## config.mk

```make
export PLATFORM = sky130hd
export DESIGN_NAME = usf_recovery_ctrl_flat
export DESIGN_NICKNAME = d
export VERILOG_FILES = /design/src/rtl/usf_recovery_ctrl_if.sv /design/src/rtl/usf_recovery_ctrl.sv /design/src/flat_wrapper.sv
export SDC_FILE = /design/constraint.sdc
export NUM_CORES = 1
export LEC_CHECK = 0
export ABC_AREA = 0
export CAP_MARGIN = 10
export CORE_ASPECT_RATIO = 0.8
export CORE_UTILIZATION = 44
export CTS_CLUSTER_DIAMETER = 80
export DETAILED_ROUTE_END_ITERATION = 16
export GPL_TIMING_DRIVEN = 0
export PLACE_DENSITY = 0.74
export RECOVER_POWER = 50
export SLEW_MARGIN = 20
export SYNTH_ARGS = -nofsm -noshare
export SYNTH_HDL_FRONTEND = slang
export SYNTH_SLANG_ARGS = --single-unit
```

## constraint.sdc

```tcl
create_clock -name clk -period 2.1 [get_ports clk]
set_clock_uncertainty 0.2 [all_clocks]
set_input_delay 0.21 -clock clk [delete_from_list [all_inputs] [get_ports clk]]
set_output_delay 0.21 -clock clk [all_outputs]
set_load 0.02 [all_outputs]
```

## src/rtl/usf_recovery_ctrl_if.sv

```systemverilog
// usf_recovery_ctrl_if
//   Bundles every non-clock signal of the USF recovery controller.
//   The three groups are the folded-sample input, the recovery-core
//   frame/start/result bus, and the recovered-sample stream.
//
//   Modports
//     slave  : the controller. It consumes samples, core results and
//              rec_ready. It drives frame_out, core_en, the stream and
//              the status bits.
//     master : the environment (ADC front end, recovery core and stream
//              sink). It has the opposite directions.
//
//   Parameters must match the controller instance:
//   N_SAMPLES, IN_W and OUT_W.
//
//   sample_in is a two's-complement IN_W-bit value. The controller
//   stores it bit-for-bit, so it is declared as a plain vector.

interface usf_recovery_ctrl_if #(
  parameter int N_SAMPLES = 13,
  parameter int IN_W      = 12,
  parameter int OUT_W     = 16
);
  logic [IN_W-1:0]                  sample_in;
  logic                             sample_valid;
  logic [N_SAMPLES-1:0][IN_W-1:0]   frame_out;
  logic                             core_en;
  logic [N_SAMPLES-1:0][OUT_W-1:0]  core_out;
  logic [OUT_W-1:0]                 rec_data;
  logic                             rec_valid;
  logic                             rec_ready;
  logic                             rec_last;
  logic                             busy;
  logic                             overflow;

  modport slave (
    input  sample_in, sample_valid, core_out, rec_ready,
    output frame_out, core_en, rec_data, rec_valid, rec_last, busy, overflow
  );

  modport master (
    output sample_in, sample_valid, core_out, rec_ready,
    input  frame_out, core_en, rec_data, rec_valid, rec_last, busy, overflow
  );
endinterface

```

## src/rtl/usf_recovery_ctrl.sv

```systemverilog
// usf_recovery_ctrl
//   Sequences an unlimited-sampling (USF) recovery core.
//   - Collects N_SAMPLES folded ADC samples into an input frame.
//   - Pulses core_en once.
//   - Waits CORE_LAT cycles, then captures the core's recovered frame.
//   - Streams that frame out one sample at a time on a valid/ready
//     handshake, with rec_last marking the final sample.
//
//   Ports
//     clk    : single rising-edge clock
//     reset  : synchronous, active-high; overrides every other event
//     bus    : usf_recovery_ctrl_if.slave
//              sample_in/sample_valid   folded sample input (no backpressure)
//              frame_out/core_en        frame and start pulse to the core
//              core_out                 recovered frame from the core
//              rec_data/rec_valid/rec_ready/rec_last   output stream
//              busy                     state is not FILL
//              overflow                 sticky, an input sample was dropped
//
//   Build option
//     USF_CTRL_PINGPONG_EN
//       When defined, two input banks are used. Samples arriving while
//       busy fill the idle bank. A full idle bank is fired straight out
//       of DRAIN.
//       When undefined, there is a single bank. Samples arriving while
//       busy are dropped and set overflow.
//     The port list is identical in both builds.

module usf_recovery_ctrl #(
  parameter int N_SAMPLES = 13,
  parameter int IN_W      = 12,
  parameter int OUT_W     = 16,
  parameter int CORE_LAT  = 4
) (
  input logic               clk,
  input logic               reset,
  usf_recovery_ctrl_if.slave bus
);

  localparam int IDX_W = (N_SAMPLES > 1) ? $clog2(N_SAMPLES) : 1;
  localparam int LAT_W = 8;

  localparam logic [IDX_W-1:0] LAST_IDX = IDX_W'(N_SAMPLES - 1);
  localparam logic [LAT_W-1:0] LAT_LOAD = LAT_W'(CORE_LAT - 1);

  localparam logic [1:0] FILL  = 2'd0;
  localparam logic [1:0] FIRE  = 2'd1;
  localparam logic [1:0] WAIT  = 2'd2;
  localparam logic [1:0] DRAIN = 2'd3;

  logic [1:0]                      state;
  logic [IDX_W-1:0]                wr_idx;
  logic [IDX_W-1:0]                rd_idx;
  logic [LAT_W-1:0]                lat_cnt;
  logic [N_SAMPLES-1:0][OUT_W-1:0] outbuf;
  logic                            overflow;

  logic fill_last;
  logic handshake;
  logic refire;

  assign fill_last = bus.sample_valid && (state == FILL) && (wr_idx == LAST_IDX);
  assign handshake = (state == DRAIN) && bus.rec_ready;

`ifdef USF_CTRL_PINGPONG_EN
  // bank[act_bank] is the frame currently being filled (in FILL) or
  // processed (in FIRE/WAIT/DRAIN). The other bank soaks up samples that
  // arrive while busy. wr_idx is shared because only one bank is ever
  // being written at a time.
  logic [1:0][N_SAMPLES-1:0][IN_W-1:0] bank;
  logic act_bank;
  logic idle_full;
  logic fill_wr;
  logic idle_wr;
  logic idle_wr_last;
  logic drain_done;

  assign fill_wr      = bus.sample_valid && (state == FILL);
  assign idle_wr      = bus.sample_valid && (state != FILL) && !idle_full;
  assign idle_wr_last = idle_wr && (wr_idx == LAST_IDX);
  assign drain_done   = handshake && (rd_idx == LAST_IDX);

  // The idle bank may complete in the same cycle the last sample drains,
  // so refire also looks at this cycle's write.
  assign refire = idle_full || idle_wr_last;

  assign bus.frame_out = bank[act_bank];

  // Input banks, shared write index and overflow.
  // On drain completion the banks swap roles. A partially filled idle
  // bank simply becomes the active bank and FILL continues at wr_idx.
  always_ff @(posedge clk) begin
    if (reset) begin
      bank      <= '0;
      act_bank  <= 1'b0;
      idle_full <= 1'b0;
      wr_idx    <= '0;
      overflow  <= 1'b0;
    end else begin
      if (fill_wr) begin
        bank[act_bank][wr_idx] <= bus.sample_in;
      end
      if (idle_wr) begin
        bank[~act_bank][wr_idx] <= bus.sample_in;
      end
      if (fill_wr || idle_wr) begin
        wr_idx <= (wr_idx == LAST_IDX) ? '0 : wr_idx + IDX_W'(1);
      end
      if (drain_done) begin
        act_bank  <= ~act_bank;
        idle_full <= 1'b0;
      end else if (idle_wr_last) begin
        idle_full <= 1'b1;
      end
      if (bus.sample_valid && (state != FILL) && idle_full) begin
        overflow <= 1'b1;
      end
    end
  end
`else
  logic [N_SAMPLES-1:0][IN_W-1:0] inbuf;

  assign refire        = 1'b0;
  assign bus.frame_out = inbuf;

  // Single input bank. It is written only in FILL, so it stays frozen
  // while the core reads it. Anything arriving while busy is lost and
  // flagged.
  always_ff @(posedge clk) begin
    if (reset) begin
      inbuf    <= '0;
      wr_idx   <= '0;
      overflow <= 1'b0;
    end else begin
      if (bus.sample_valid && (state == FILL)) begin
        inbuf[wr_idx] <= bus.sample_in;
        wr_idx        <= (wr_idx == LAST_IDX) ? '0 : wr_idx + IDX_W'(1);
      end
      if (bus.sample_valid && (state != FILL)) begin
        overflow <= 1'b1;
      end
    end
  end
`endif

  // Sequencing FSM.
  // lat_cnt is loaded in FIRE with CORE_LAT-1 and counts down in WAIT.
  // The capture cycle (lat_cnt == 0) is therefore exactly CORE_LAT cycles
  // after the core_en cycle.
  always_ff @(posedge clk) begin
    if (reset) begin
      state   <= FILL;
      rd_idx  <= '0;
      lat_cnt <= '0;
      outbuf  <= '0;
    end else begin
      case (state)
        FILL: begin
          if (fill_last) begin
            state <= FIRE;
          end
        end
        FIRE: begin
          lat_cnt <= LAT_LOAD;
          state   <= WAIT;
        end
        WAIT: begin
          if (lat_cnt == '0) begin
            outbuf <= bus.core_out;
            state  <= DRAIN;
          end else begin
            lat_cnt <= lat_cnt - LAT_W'(1);
          end
        end
        DRAIN: begin
          if (handshake) begin
            if (rd_idx == LAST_IDX) begin
              rd_idx <= '0;
              state  <= refire ? FIRE : FILL;
            end else begin
              rd_idx <= rd_idx + IDX_W'(1);
            end
          end
        end
        default: state <= FILL;
      endcase
    end
  end

  // Outputs are decoded from registered state only. This keeps rec_data
  // and rec_last stable while the sink stalls.
  assign bus.core_en   = (state == FIRE);
  assign bus.rec_valid = (state == DRAIN);
  assign bus.rec_data  = outbuf[rd_idx];
  assign bus.rec_last  = (state == DRAIN) && (rd_idx == LAST_IDX);
  assign bus.busy      = (state != FILL);
  assign bus.overflow  = overflow;

endmodule

```

## src/flat_wrapper.sv

```systemverilog
// flat-port wrapper written by rule: the top's interface ports become plain ports
module usf_recovery_ctrl_flat 
#(
  parameter int N_SAMPLES = 13,
  parameter int IN_W      = 12,
  parameter int OUT_W     = 16,
  parameter int CORE_LAT  = 4
)
  (clk, reset, bus_sample_in, bus_sample_valid, bus_core_out, bus_rec_ready, bus_frame_out, bus_core_en, bus_rec_data, bus_rec_valid, bus_rec_last, bus_busy, bus_overflow);
  usf_recovery_ctrl_if #(.N_SAMPLES(N_SAMPLES), .IN_W(IN_W), .OUT_W(OUT_W)) bus_i ();
  input logic clk;
  input logic reset;
  input wire logic [$bits(bus_i.sample_in)-1:0] bus_sample_in;
  input wire logic [$bits(bus_i.sample_valid)-1:0] bus_sample_valid;
  input wire logic [$bits(bus_i.core_out)-1:0] bus_core_out;
  input wire logic [$bits(bus_i.rec_ready)-1:0] bus_rec_ready;
  output wire logic [$bits(bus_i.frame_out)-1:0] bus_frame_out;
  output wire logic [$bits(bus_i.core_en)-1:0] bus_core_en;
  output wire logic [$bits(bus_i.rec_data)-1:0] bus_rec_data;
  output wire logic [$bits(bus_i.rec_valid)-1:0] bus_rec_valid;
  output wire logic [$bits(bus_i.rec_last)-1:0] bus_rec_last;
  output wire logic [$bits(bus_i.busy)-1:0] bus_busy;
  output wire logic [$bits(bus_i.overflow)-1:0] bus_overflow;
  assign bus_i.sample_in = bus_sample_in;
  assign bus_i.sample_valid = bus_sample_valid;
  assign bus_i.core_out = bus_core_out;
  assign bus_i.rec_ready = bus_rec_ready;
  assign bus_frame_out = bus_i.frame_out;
  assign bus_core_en = bus_i.core_en;
  assign bus_rec_data = bus_i.rec_data;
  assign bus_rec_valid = bus_i.rec_valid;
  assign bus_rec_last = bus_i.rec_last;
  assign bus_busy = bus_i.busy;
  assign bus_overflow = bus_i.overflow;
  usf_recovery_ctrl #(.N_SAMPLES(N_SAMPLES), .IN_W(IN_W), .OUT_W(OUT_W), .CORE_LAT(CORE_LAT)) u_core (.clk(clk), .reset(reset), .bus(bus_i));
endmodule
```

==> impl_results.md <==
* First drt pass iteration count at 6
* Count of cell types in the netlist at 44
* Slew Limit Fails at 0
* Crit path required time at ~1700 ps
* Flop2flop setup slack at -270 ps
* I/O pin cnt at around 400
* Drt total wl at around 73 mm
* Hold Path Class: in2reg
* RSZ-0062 raised after global routing: yes
* Status: complete, but fails checks
* Largest delay share family, worst path: multiplexers
* Slowest stage delay, CP at 600 ps
* Async S/R FF share, synth at 0
* Clock sink total at 383
* Cell Area, Synth at between 0.015 and 0.02 mm2
* Avg Cell Area, Syn at roughly 8.6 um2
* Total of max-cap violations at 0
* Share of cells above drive strength 1 at 0.3528
* Setup Total Neg Slack at -46300 ps
* Hold slack at -9.707 ps
* Remaining antenna violation count after routing at 0
* Final core utilization at 0.7683
* CTS Buf Count at 39
* R2R Path Start: u_core.state[1]
* Synth-to-Final Area Change at 70.31%
* Largest area contributor in the netlist: dfxtp_1
* CP Data Arrival Time at between 2000 and 2500 ps
* Number of global-route vias before repair at approximately 15000
* DR vias/cell at 5.953
* I/O Buffers at between 300 and 400
* Largest net degree at the start of global routing at 20
* Synth area leaders: dfxtp_1 50%, nand2_1 13%, a21oi_1 10%, mux2i_1 7.1%, mux4_2 6.2%
* Initial antenna violation count at 5
* FF/Latch Area at between 0.007 and 0.008 mm2
* Peak fanout along the critical path at 5
* Crit Path Category: reg2out
* Critical Path Most Common Cell: clkbuf_16
* Slew headroom at 0.3624
* Leak at between 9 and 10 nW
* Failing checks: negative hold slack, negative setup slack
* Core Footprint at roughly 0.034 mm2
* Synth warnings at 0
* CP max stage cell: mux4_2
* RePlAce Congestion at 0.9452
* GR Overflow Total at 0
* Initial Utilization at 0.4511
* Routed WL per cell at 26.10 um
* CP Launch Type: flip-flop
* Post-Layout Cell Count at about 2800
* Crit path depth at 6
* Yosys top cell area share at 0.4998
* 1st-iter DRT viols at roughly 1800
* Dpl cells at 2640
* Die Y at between 150 and 200 um
* Site Rows at 60
* TritonCTS clock tree: yes
* Final hold violations at 3
* Tcrit/Tclk final at 1.340
* DR vias at ~17000
* Max clock buf depth at 3
* CP Capture Point: bus_rec_data[12]
* Syn_nets at just over 2000
* Finish-stage setup viols at between 300 and 400
* Crit end category: output port
* Reg2reg path depth at 7
* Mapped Cells at 1776
* Post-detail-place hpwl at 40.54 mm
* H-tree levels at 2
* Peak supply drop at 0.6000 mV
* Final net count at approximately 2500
* Worst setup slack after layout at -714.9 ps
* Overall power at between 15 and 20 mW
* FF+latch count, synth at 383
* Main synth FF type: dfxtp_1
* Post-route DRC at 0
* Worst R2R End: u_core.bus.frame_out[30]
* Peak Freq at 355.2 MHz
* Area of the multi-input gates at between 0.009 and 0.01 mm2
* First-pass GRT wire length at around 91 mm
* Power Density at around 730 mW/mm2
* Die Wd at roughly 210 um
* Skew-Pair Late Insertion Delay at between 500 and 600 ps
* CP Cell Sequence: clkbuf_16, clkbuf_16, mux4_2, o22ai_2, a21oi_2, buf_4
* Fill count at roughly 2000
* Tmin final at around 2800 ps
* Clock-pin slew on the worst setup and hold paths at about 60 ps
* Seq/Total Area, Yosys at 0.4998
* Root buf cell: clkbuf_16
* Worst path bufs/invs at 3
* Worst Setup SP: u_core.rd_idx[0]
* EDFF count, synth at 0
* Die footprint at roughly 0.036 mm2
* Total track usage at 0.3359
* Worst-margin pin slew at approximately 960 ps
==> metrics by stage <==
step	hold slack, ps	worst slack [ps]	instance area (um2)
after floorplan	146.0	5.125	15340
after global placement	238.3	-1135	19920
after detailed placement	243.7	-1161	19920
after CTS	2.037	-597.2	23890
after global routing	1.867	-722.9	26130
final	-9.707	-714.9	26130
==> final cells by class <==
cell class	instances	share of cell area
clock buffers	53	0.04209
diodes	5	0.0004789
clock inverters	15	0.005459
multi-input cells	1239	0.3769
plain buffers	133	0.04784
inverters	10	0.001915
repair buffers	477	0.2091
flip-flops and latches	383	0.2939
well taps	465	0.02227
==> what timing repair did <==
item	4_1_cts	5_1_grt
setup endpoints to repair	369	367
resized for setup	587	566
buffers inserted	31	11
hold buffers	5	0
pin swaps	163	330
gates cloned	29	12
endpoints found under the hold margin	5	0
==> worst min-delay path, cell delays in order <==
cell and delay, ps:
clkdlybuf4s50_1 400, nand2_1 60, a21oi_1 50
==> worst min path at each step <==
stage                                  from                  to  slack, ps  depth (start not counted)
final                      bus_core_out[79]   u_core.outbuf[79]        -10                          3
after global routing       bus_core_out[92]   u_core.outbuf[92]          2                          3
after CTS                 bus_core_out[120]  u_core.outbuf[120]          2                          3
after detailed placement  u_core.outbuf[46]   u_core.outbuf[46]        240                          2
after global placement    u_core.outbuf[50]   u_core.outbuf[50]        240                          2
after floorplan             bus_core_out[0]    u_core.outbuf[0]        150                          2
==> metal layers <==
layer	global-route usage	wire length, um	vias to the layer above
li1	-	-	6975
met4	0.1500	4793	0
met5	0	0	-
met2	0.5385	33590	1156
met1	0.4226	26260	8051
met3	0.09239	7904	367
==> report_power, final <==
| group | total, mW | internal (mW) | switching [mW] |
|---|---|---|---|
| Clock | 7.06 | 3.93 | 3.13 |
| Combinational | 4.24 | 1.94 | 2.30 |
| Sequential | 7.87 | 7.59 | 0.276 |
==> synth_stat cells (4+ instances only) <==
master / number
nand2b_1: 4
nor3_1: 7
nand3_1: 12
a21oi_1: 309
nor2_1: 119
buf_1: 7
buf_6: 11
nand2_1: 540
or3_1: 4
buf_2: 27
inv_1: 9
mux4_2: 42
or2_2: 5
mux2i_1: 109
clkbuf_1: 87
buf_4: 12
dfxtp_1: 383
o22ai_1: 16
nor2b_1: 12
ha_1: 13
o2bb2ai_1: 6
o21ai_0: 12
==> cells by family (layout without fill, tap and decap cells) <==
kind of cell / after synthesis / in the layout / synth area share
xor gates and xnor gates: 4 / 4 / 0.002284
other: 0 / 5 / 0
muxes: 152 / 152 / 0.1335
AOI/OAI and AO/OA: 351 / 351 / 0.1200
adders and majority gates: 13 / 13 / 0.01060
and+or+nand+nor: 719 / 719 / 0.1856
buffers and inverters: 154 / 688 / 0.04820
DFF: 383 / 383 / 0.4998
==> registers in the layout, summed over array words and instances (netlist names) <==
register,flops
u_core.bus.frame_out,156
u_core.rd_idx,4
u_core.lat_cnt,8
u_core.state,2
u_core.wr_idx,4
u_core.outbuf,208
u_core.bus.overflow,1
==> cell usage in the layout (no fill, tap or decap), types with 11 or more instances in the layout <==
master / n
nand2_4: 202
nand2_1: 278
buf_8: 15
a21oi_2: 212
dfxtp_1: 377
buf_12: 47
buf_16: 19
buf_6: 20
clkbuf_2: 11
nor2_1: 106
buf_4: 23
a21oi_1: 95
nand3_1: 11
nand2_2: 58
clkdlybuf4s50_1: 379
clkbuf_16: 54
mux4_2: 42
o21ai_0: 11
mux2i_1: 104
clkbuf_1: 61
Power figures use the tool's default switching activity.
